### src/rtl/dot_product_engine.sv
// Signed fixed-point dot product for one CNN filter window.
// It accumulates TAPS pixel/weight products onto a bias, LANES taps per beat.
// The sum is then rescaled with round-half-up, optionally ReLU'd, and saturated to OUT_W.
// Valid/ready handshakes on both the window side and the result side.

// One MAC lane: full-precision signed product.
module dpe_lane #(
  parameter int DATA_W = 16
) (
  input  logic signed [DATA_W-1:0]   a,
  input  logic signed [DATA_W-1:0]   b,
  output logic signed [2*DATA_W-1:0] p
);
  assign p = a * b;
endmodule

module dot_product_engine #(
  parameter int DATA_W    = 16,
  parameter int TAPS      = 9,
  parameter int LANES     = 3,
  parameter int ACC_W     = 40,
  parameter int FRAC_BITS = 8,
  parameter int OUT_W     = 16
) (
  input  logic                   clk,
  input  logic                   rst_n,
  input  logic                   in_valid,
  output logic                   in_ready,
  input  logic [TAPS*DATA_W-1:0] img_in,
  input  logic [TAPS*DATA_W-1:0] filt_in,
  input  logic [2*DATA_W-1:0]    bias_in,
  input  logic                   relu_en,
  output logic                   out_valid,
  input  logic                   out_ready,
  output logic [OUT_W-1:0]       out_data,
  output logic                   out_sat
);
  localparam int BEATS = (TAPS + LANES - 1) / LANES;
  localparam int PAD   = BEATS * LANES;
  localparam int BCW   = (BEATS > 1) ? $clog2(BEATS) : 1;

  localparam logic signed [ACC_W:0] HALF = (ACC_W+1)'((1 << FRAC_BITS) >> 1);
  localparam logic signed [ACC_W:0] MAXV = (ACC_W+1)'((64'sd1 <<< (OUT_W-1)) - 64'sd1);
  localparam logic signed [ACC_W:0] MINV = -MAXV - (ACC_W+1)'(1);

  // An undersized accumulator could silently wrap, so refuse to build it.
  if (ACC_W < 2*DATA_W + $clog2(TAPS) + 1) begin : g_acc_chk
    $error("dot_product_engine: ACC_W too small for DATA_W/TAPS");
  end

  typedef enum logic [1:0] {IDLE, MAC, SCALE, DONE} state_t;

  state_t                    state, nxt;
  logic [TAPS*DATA_W-1:0]    img_q, filt_q;
  logic                      relu_q;
  logic signed [ACC_W-1:0]   acc;
  logic [BCW-1:0]            beat;

  logic [PAD*DATA_W-1:0]               img_pad, filt_pad;
  logic [LANES-1:0][DATA_W-1:0]        lane_a, lane_b;
  logic [LANES-1:0][2*DATA_W-1:0]      lane_p;
  logic signed [ACC_W-1:0]             beat_sum;
  logic signed [ACC_W:0]               rnd, r, r_relu;
  logic [OUT_W-1:0]                    sat_val;
  logic                                sat_flag;

  assign in_ready = (state == IDLE);

  // Zero-extend operands to a whole number of beats; padded taps multiply to 0.
  always_comb begin
    img_pad  = '0;
    filt_pad = '0;
    img_pad[TAPS*DATA_W-1:0]  = img_q;
    filt_pad[TAPS*DATA_W-1:0] = filt_q;
  end

  for (genvar l = 0; l < LANES; l++) begin : g_lane
    assign lane_a[l] = img_pad[(32'(beat)*LANES + l)*DATA_W +: DATA_W];
    assign lane_b[l] = filt_pad[(32'(beat)*LANES + l)*DATA_W +: DATA_W];
    dpe_lane #(.DATA_W(DATA_W)) u_lane (
      .a (lane_a[l]),
      .b (lane_b[l]),
      .p (lane_p[l])
    );
  end

  // Sign-extend and sum this beat's lane products.
  always_comb begin
    beat_sum = '0;
    for (int l = 0; l < LANES; l++)
      beat_sum = beat_sum + ACC_W'($signed(lane_p[l]));
  end

  // Round half up, arithmetic shift, optional ReLU, then saturate.
  always_comb begin
    rnd      = $signed({acc[ACC_W-1], acc}) + HALF;
    r        = rnd >>> FRAC_BITS;
    r_relu   = (relu_q && r[ACC_W]) ? '0 : r;
    sat_flag = 1'b0;
    sat_val  = r_relu[OUT_W-1:0];
    if (r_relu > MAXV) begin
      sat_flag = 1'b1;
      sat_val  = MAXV[OUT_W-1:0];
    end else if (r_relu < MINV) begin
      sat_flag = 1'b1;
      sat_val  = MINV[OUT_W-1:0];
    end
  end

  // State register.
  always_ff @(posedge clk or negedge rst_n) begin
    if (!rst_n) state <= IDLE;
    else        state <= nxt;
  end

  // Next-state logic.
  always_comb begin
    nxt = state;
    case (state)
      IDLE:    if (in_valid) nxt = MAC;
      MAC:     if (beat == BCW'(BEATS-1)) nxt = SCALE;
      SCALE:   nxt = DONE;
      DONE:    if (out_ready) nxt = IDLE;
      default: nxt = IDLE;
    endcase
  end

  // Operand latch, accumulation and result registers.
  always_ff @(posedge clk or negedge rst_n) begin
    if (!rst_n) begin
      img_q     <= '0;
      filt_q    <= '0;
      relu_q    <= 1'b0;
      acc       <= '0;
      beat      <= '0;
      out_valid <= 1'b0;
      out_data  <= '0;
      out_sat   <= 1'b0;
    end else begin
      case (state)
        IDLE: if (in_valid) begin
          img_q  <= img_in;
          filt_q <= filt_in;
          relu_q <= relu_en;
          acc    <= ACC_W'($signed(bias_in));
          beat   <= '0;
        end
        MAC: begin
          acc  <= acc + beat_sum;
          beat <= beat + 1'b1;
        end
        SCALE: begin
          out_data  <= sat_val;
          out_sat   <= sat_flag;
          out_valid <= 1'b1;
        end
        DONE: if (out_ready) out_valid <= 1'b0;
        default: ;
      endcase
    end
  end

endmodule

### config.mk
export PLATFORM = sky130hd
export DESIGN_NAME = dot_product_engine
export DESIGN_NICKNAME = d
export VERILOG_FILES = /design/src/rtl/dot_product_engine.sv
export SDC_FILE = /design/constraint.sdc
export NUM_CORES = 2
export LEC_CHECK = 0
export ABC_AREA = 1
export CAP_MARGIN = 20
export CORE_MARGIN = 5
export CORE_UTILIZATION = 55
export CTS_CLUSTER_DIAMETER = 60
export DETAILED_ROUTE_END_ITERATION = 12
export PLACE_DENSITY = 0.78
export REMOVE_ABC_BUFFERS = 1
export SYNTH_ARGS = -nofsm -noshare
export SYNTH_HDL_FRONTEND = slang
export SYNTH_SLANG_ARGS = --single-unit
### constraint.sdc
create_clock -name clk -period 8.5 [get_ports clk]
set_input_delay 0.85 -clock clk [delete_from_list [all_inputs] [get_ports clk]]
set_output_delay 0.85 -clock clk [all_outputs]
set_load 0.01 [all_outputs]
# ---- After elaboration in Yosys (flattened, before gate mapping)
# Cells that the tools add are included.
dict set report totals {
  reg_bits 351
  input_bits 325
  output_inout_bits 19
  elab_cells 58
}
dict set report op_classes {
  addsub 7
  mul 4
  magnitude_cmp 2
  n_eq_ne 7
  n_shift 6
  n_mux 15
  reduce_logical 8
}
# cell count
set op_table {}
lappend op_table {{$shiftx 144x10->16} 4}
lappend op_table {{$shiftx 144x9->16} 2}
lappend op_table {{$mul 16x16->32} 3}
lappend op_table {{$pmux 40 s2} 1}
lappend op_table {{$add 40x9->41 const B} 1}
lappend op_table {{$gt 41x16->1 const B} 1}
lappend op_table {{$lt 41x16->1 const B} 1}
lappend op_table {{$mux 41} 1}
lappend op_table {{$add 40x34->40} 1}
lappend op_table {{$mux 40} 1}
lappend op_table {{$add 33x32->34} 1}
lappend op_table {{$add 32x32->33} 1}
lappend op_table {{$mux 16} 2}
lappend op_table {{$mux 2} 4}
lappend op_table {{$pmux 2 s4} 1}
lappend op_table {{$eq 2x2->1 const B} 3}
lappend op_table {{$ne 2x2->1 const B} 3}
lappend op_table {{$reduce_and 2->1} 3}
lappend op_table {{$add 4x1->5 const B} 1}
lappend op_table {{$add 4x2->5 const B} 1}
lappend op_table {{$mul 2x2->4 const B} 1}
lappend op_table {{$pmux 2 s2} 1}
lappend op_table {{$reduce_bool 2->1} 2}
lappend op_table {{$mux 1} 3}
lappend op_table {{other kinds (6)} 6}

# ---- Depth between registers and ports, before layout
dict set report depth {
  ltp_word 8
  ltp_mapped 41
  depth_no_buf 37
}

# ---- By module
# A second synthesis with hierarchy kept.
dict set report hier_totals {
  hier_cells 7387
  area_unflattened_um2 54126.9
}
# mod n_inst cells_per_inst area_per_inst_um2 seq_area_each_um2
set by_module_without_submodules {}
lappend by_module_without_submodules {dot_product_engine 1 3027 21715.8 8783.4}
lappend by_module_without_submodules {{dpe_lane at g_lane[0].u_lane} 1 1506 10954.3 0.0}
lappend by_module_without_submodules {{dpe_lane at g_lane[1].u_lane} 1 1425 10737.8 0.0}
lappend by_module_without_submodules {{dpe_lane at g_lane[2].u_lane} 1 1429 10719.0 0.0}

# ---- Least setup slack after synthesis
# No wires, ideal clock.
dict set report synth_path {
  path_type {register to register}
  start {reg beat[0]}
  end {reg acc[33]}
  setup_ns 0.150
  arrival_time_ns 8.422
  t_required_ns 8.350
  slack_ns -0.072
  stages_incl_launch_ff 32
  n_path_buf 4
  period_less_slack_ns 8.572
  cell_sequence {dfrtp_1 -> buf_2 -> buf_2 -> inv_2 -> buf_2 -> or2_2 -> a32oi_1 -> inv_1 -> clkbuf_1 -> nand2_1 -> inv_1 -> fa_1 -> fa_1 -> fa_1 -> fa_1 -> fa_1 -> fa_1 -> fa_1 -> fa_1 -> inv_1 -> fa_1 -> inv_1 -> ha_1 -> a21oi_1 -> inv_1 -> a31oi_1 -> o21ai_0 -> nand2_1 -> nand4_1 -> or2_2 -> nand3_1 -> a22oi_1}
}
dict set report synth_between {
  elab_chain_cells 8
  elab_cells_between_ends 16
  cone_classes {add/sub: 5; mul: 4; shift: 6; mux: 1}
}
# item line
set synth_rtl {}
lappend synth_rtl {{start: declaration} 57} ;# logic [BCW-1:0] beat;
lappend synth_rtl {{start signal: assignment} 150} ;# beat <= beat + 1'b1;
lappend synth_rtl {{$mul 2x2->4 (*)} {78, 79}}
lappend synth_rtl {{$add 4x1->5} {78, 79}}
lappend synth_rtl {{$shiftx 144x10->16 (on tied branches)} {78, 79}}
lappend synth_rtl {{$mul 16x16->32} 14} ;# assign p = a * b;
lappend synth_rtl {{$add 32x32->33} 91} ;# beat_sum = beat_sum + ACC_W'($signed(lane_p[l]));
lappend synth_rtl {{$add 33x32->34 (*)} 91}
lappend synth_rtl {{$add 40x34->40 (*)} 149} ;# acc <= acc + beat_sum;
lappend synth_rtl {{$pmux 40 s2 (*)} 140} ;# case (state)
lappend synth_rtl {{end signal: assignment} 145} ;# acc <= ACC_W'($signed(bias_in));
lappend synth_rtl {{end signal: assignment} 149}
lappend synth_rtl {{end: declaration} 56} ;# logic signed [ACC_W-1:0] acc;
# Mark *: on every way between the ends. The rest lies on a longest branch, timed or not.
# A chain may end at the register's enable or synchronous reset.

# ---- Final worst setup path
dict set report layout_path {
  start {reg beat[0]}
  end {reg acc[38]}
}
# Same word-level chain as after synthesis.

==> results.py <==
metrics = {
    "placed_design": {
        "io_buffers": 343,
        "dp_hpwl_um": 136000,
        "gp_congestion": 1.05,
    },
    "floorplanning": {
        "pin_count": 344,
        "start_util_pct": 55.6,
        "core_um2": 92100,
        "num_rows": 111,
        "dieWidth_um": 315,
        "die_h_um": 315,
        "die-area_um2": 99300,
    },
    "sta": {
        "fmax_ghz": 0.115,
        "hold_ws_ps": 311,
        "setup_viol": 22,
        "rsz0062_at_grt": "yes",
        "fin_crit_sh_pct": 102,
        "finalSetupTns_ps": -2470,
        "hold_viol_final": 0,
        "finalClockSkew_ps": 32.3,
        "period_minus_slack_ps": 8710,
        "worst_pin_slew_ps": 1020,
        "fin_ws_ps": -208,
        "max_slew_margin_pct": 32.0,
        "final-max-slew-violation-count": 0,
    },
    "clocking": {
        "cts_tree": "done",
        "clk_latency_ps": 630,
        "cts_max_path_buffers": 3,
        "root_buffer": "clkbuf_16",
        "cts_made_buffers": 48,
        "h-tree-depth": 2,
        "cts.clk_slew.worst_paths_ps": 60,
        "cts.sink_count": 351,
        "cts_hold_buffers": 0,
    },
    "finish": {
        "drive_gt1_share_pct": 17.9,
        "final_nets": 8771,
        "areaGrowthSynthToFinish_pct": 28.7,
    },
    "global_routing": {
        "grt_antenna_before_repair": 5,
        "overflow": 0,
        "grt_max_degree": 146,
        "grt_pass1_wl_um": 260000,
        "grt_use_total_pct": 34.0,
        "grt_pass1_vias": 46900,
    },
    "worst_setup_path": {
        "rr_worst_depth": 34,
        "crit_family": "adder cells",
        "crit_slowest_cell": "fa_2",
        "rr_endpoint": "acc[38]$_DFFE_PN0P_",
        "cpMostUsedCell": "fa_1",
        "path_buf_inv": 13,
        "critPathLaunchType": "register",
        "cp-end-kind": "register",
        "max_stage_delay_ps": 620,
        "crit_path_max_fanout": 6,
        "r2r_start": "beat[0]$_DFFE_PN0P_",
        "cp-startpoint": "beat[0]$_DFFE_PN0P_",
        "crit_required_ps": 8970,
        "arrival_ps": 9180,
        "r2r_setup_slack_ps": -210,
        "path_class": "register to register",
    },
    "drt": {
        "wl_per_cell_um": 19.8,
        "drcViolationCount": 0,
        "drtPass1Iterations": 8,
        "viasPerCell": 5.17,
        "drtAntennaViolNets": 0,
        "routed_wl_um": 168000,
        "drt-initial-drc-count": 3904,
        "num_vias": 43800,
    },
    "logic_synthesis": {
        "syn_inst": 6320,
        "synthAdderAreaFrac_pct": 45.6,
        "synth_top_area_share_pct": 40.5,
        "ys_seq_area_share_pct": 17.2,
        "yosys.area.top_type": "fa_1",
        "syn_area_um2": 51200,
        "synth_top_family_by_area": "adder cells",
        "ys.flop_type": "dfrtp_1",
        "synth_compound_area_share_pct": 4.03,
        "synth_edf_count": 0,
        "avgSynthCellArea_um2": 8.10,
        "synthArstFlopShare_pct": 100,
        "synth_simple_gate_area_share_pct": 18.7,
        "yosysWarnings": 0,
        "synth_mux_area_share_pct": 0,
        "synth_seq_cells": 351,
        "synthXorXnorAreaFrac_pct": 0.702,
        "synth_cell_types": 50,
        "netlist_top_cells_area": "fa_1 (41%), dfrtp_1 (17%), nand2_1 (15%), inv_1 (12%), ha_1 (5.1%)",
    },
    "min_path": {
        "hold_path_class": "input port to async pin",
    },
    "flow_run": {
        "maxCapViolCount": 0,
    },
    "outcome": {
        "violations": "negative setup slack",
        "status": "finished, violations left",
    },
}
-- worst max path at each step --
stage | end | slack (ps) | depth (start not counted)
floorplan | acc[25]$_DFFE_PN0P_ | -4050 | 33
global placement | acc[28]$_DFFE_PN0P_ | -610 | 36
detailed placement | acc[28]$_DFFE_PN0P_ | -700 | 32
CTS | acc[28]$_DFFE_PN0P_ | -160 | 37
global route | acc[30]$_DFFE_PN0P_ | -460 | 39
finish | acc[38]$_DFFE_PN0P_ | -210 | 34
-- metal layers --
metal	vias to the layer above	GRT usage (%)	share of wire (%)
met3	416	6.10	8.4
met4	4	13.9	5.5
met1	21800	44.0	38
li1	19800	-	-
met5	-	0	0.016
met2	1890	57.0	48
-- kinds of logic after synthesis --
family / count (synthesis)
and+or+nand+nor: 2455
AOI/OAI and AO/OA: 371
DFF: 351
adders and majority gates: 1244
xor gates and xnor gates: 41
buffers and inverters: 1858
-- stage by stage --
| stage | area [µm²] | instances | utilization [%] | setup slack [ps] |
|---|---|---|---|---|
| 4_1_cts | 64000 | 8398 | 69.5 | -162 |
| 2_1_floorplan | 50200 | 6094 | - | -4050 |
| 6_report | 65900 | 8485 | 71.5 | -208 |
| 5_1_grt | 65900 | 8484 | 71.5 | -458 |
| 3_3_place_gp | 60500 | 8257 | 65.8 | -609 |
| 3_5_place_dp | 60500 | 8257 | 65.8 | -703 |
-- registers in the layout (all words and copies together), names as in the netlist --
name / cells
filt_pad: 144
img_pad: 144
acc: 40
out_data: 16
beat: 2
state: 2
out_sat: 1
out_valid: 1
relu_q: 1
-- area by class of cell --
type                       instances  area [µm²]
multi-input combinational       4111       37200
sequential                       351        8790
inverter                        1632        6170
tap                             1243        1560
clock buffer                      52        1260
timing repair buffer            1056       10400
fill                            6935       26200
antenna                            1        2.50
clock inverter                    37         468
timing repair inverter             2        15.0
-- timing repair --
| action | CTS | global route |
|---|---|---|
| setup buffers | 44 | 84 |
| pin swaps | 83 | 144 |
| setup endpoints to repair | 29 | 31 |
| gates resized for setup | 316 | 340 |
| cloned | 8 | 7 |
-- layout by cell type, fill, tap and decap left out, types with 14 or more instances in the layout --
master | Yosys | routed
o21ai_0 | 148 | 97
ha_4 | 0 | 33
fa_1 | 1036 | 958
o21ai_2 | 0 | 47
inv_1 | 1623 | 1539
fa_2 | 0 | 78
xnor2_1 | 15 | 14
ha_1 | 208 | 173
buf_12 | 1 | 84
or2_2 | 37 | 33
a21oi_1 | 66 | 30
nand4_1 | 15 | 15
a21oi_2 | 0 | 21
nand2_2 | 8 | 45
clkbuf_16 | 0 | 56
buf_6 | 5 | 73
dfrtp_1 | 351 | 350
nand3_1 | 54 | 45
nand2_4 | 1 | 19
o21ai_1 | 80 | 74
buf_4 | 1 | 536
a21oi_4 | 0 | 15
clkdlybuf4s50_1 | 0 | 342
nand2_1 | 2041 | 1986
inv_2 | 6 | 78
xor2_1 | 26 | 21
nor2_1 | 271 | 239
nor2_2 | 11 | 33
-- Yosys cell counts (8+ instances only) --
| cell | number |
|---|---|
| nand3_1 | 54 |
| buf_1 | 8 |
| clkbuf_1 | 201 |
| nor2_2 | 11 |
| nand2_2 | 8 |
| or2_2 | 37 |
| nand2_1 | 2041 |
| o21ai_0 | 148 |
| o211ai_1 | 9 |
| fa_1 | 1036 |
| o21ai_1 | 80 |
| a32oi_1 | 17 |
| a21oi_1 | 66 |
| o22ai_1 | 12 |
| nand4_1 | 15 |
| xor2_1 | 26 |
| ha_1 | 208 |
| inv_1 | 1623 |
| dfrtp_1 | 351 |
| a31oi_1 | 9 |
| xnor2_1 | 15 |
| nor2_1 | 271 |
Power is not shown: default switching activity piles up to over one toggle a cycle in this logic, so the estimate is an artifact.
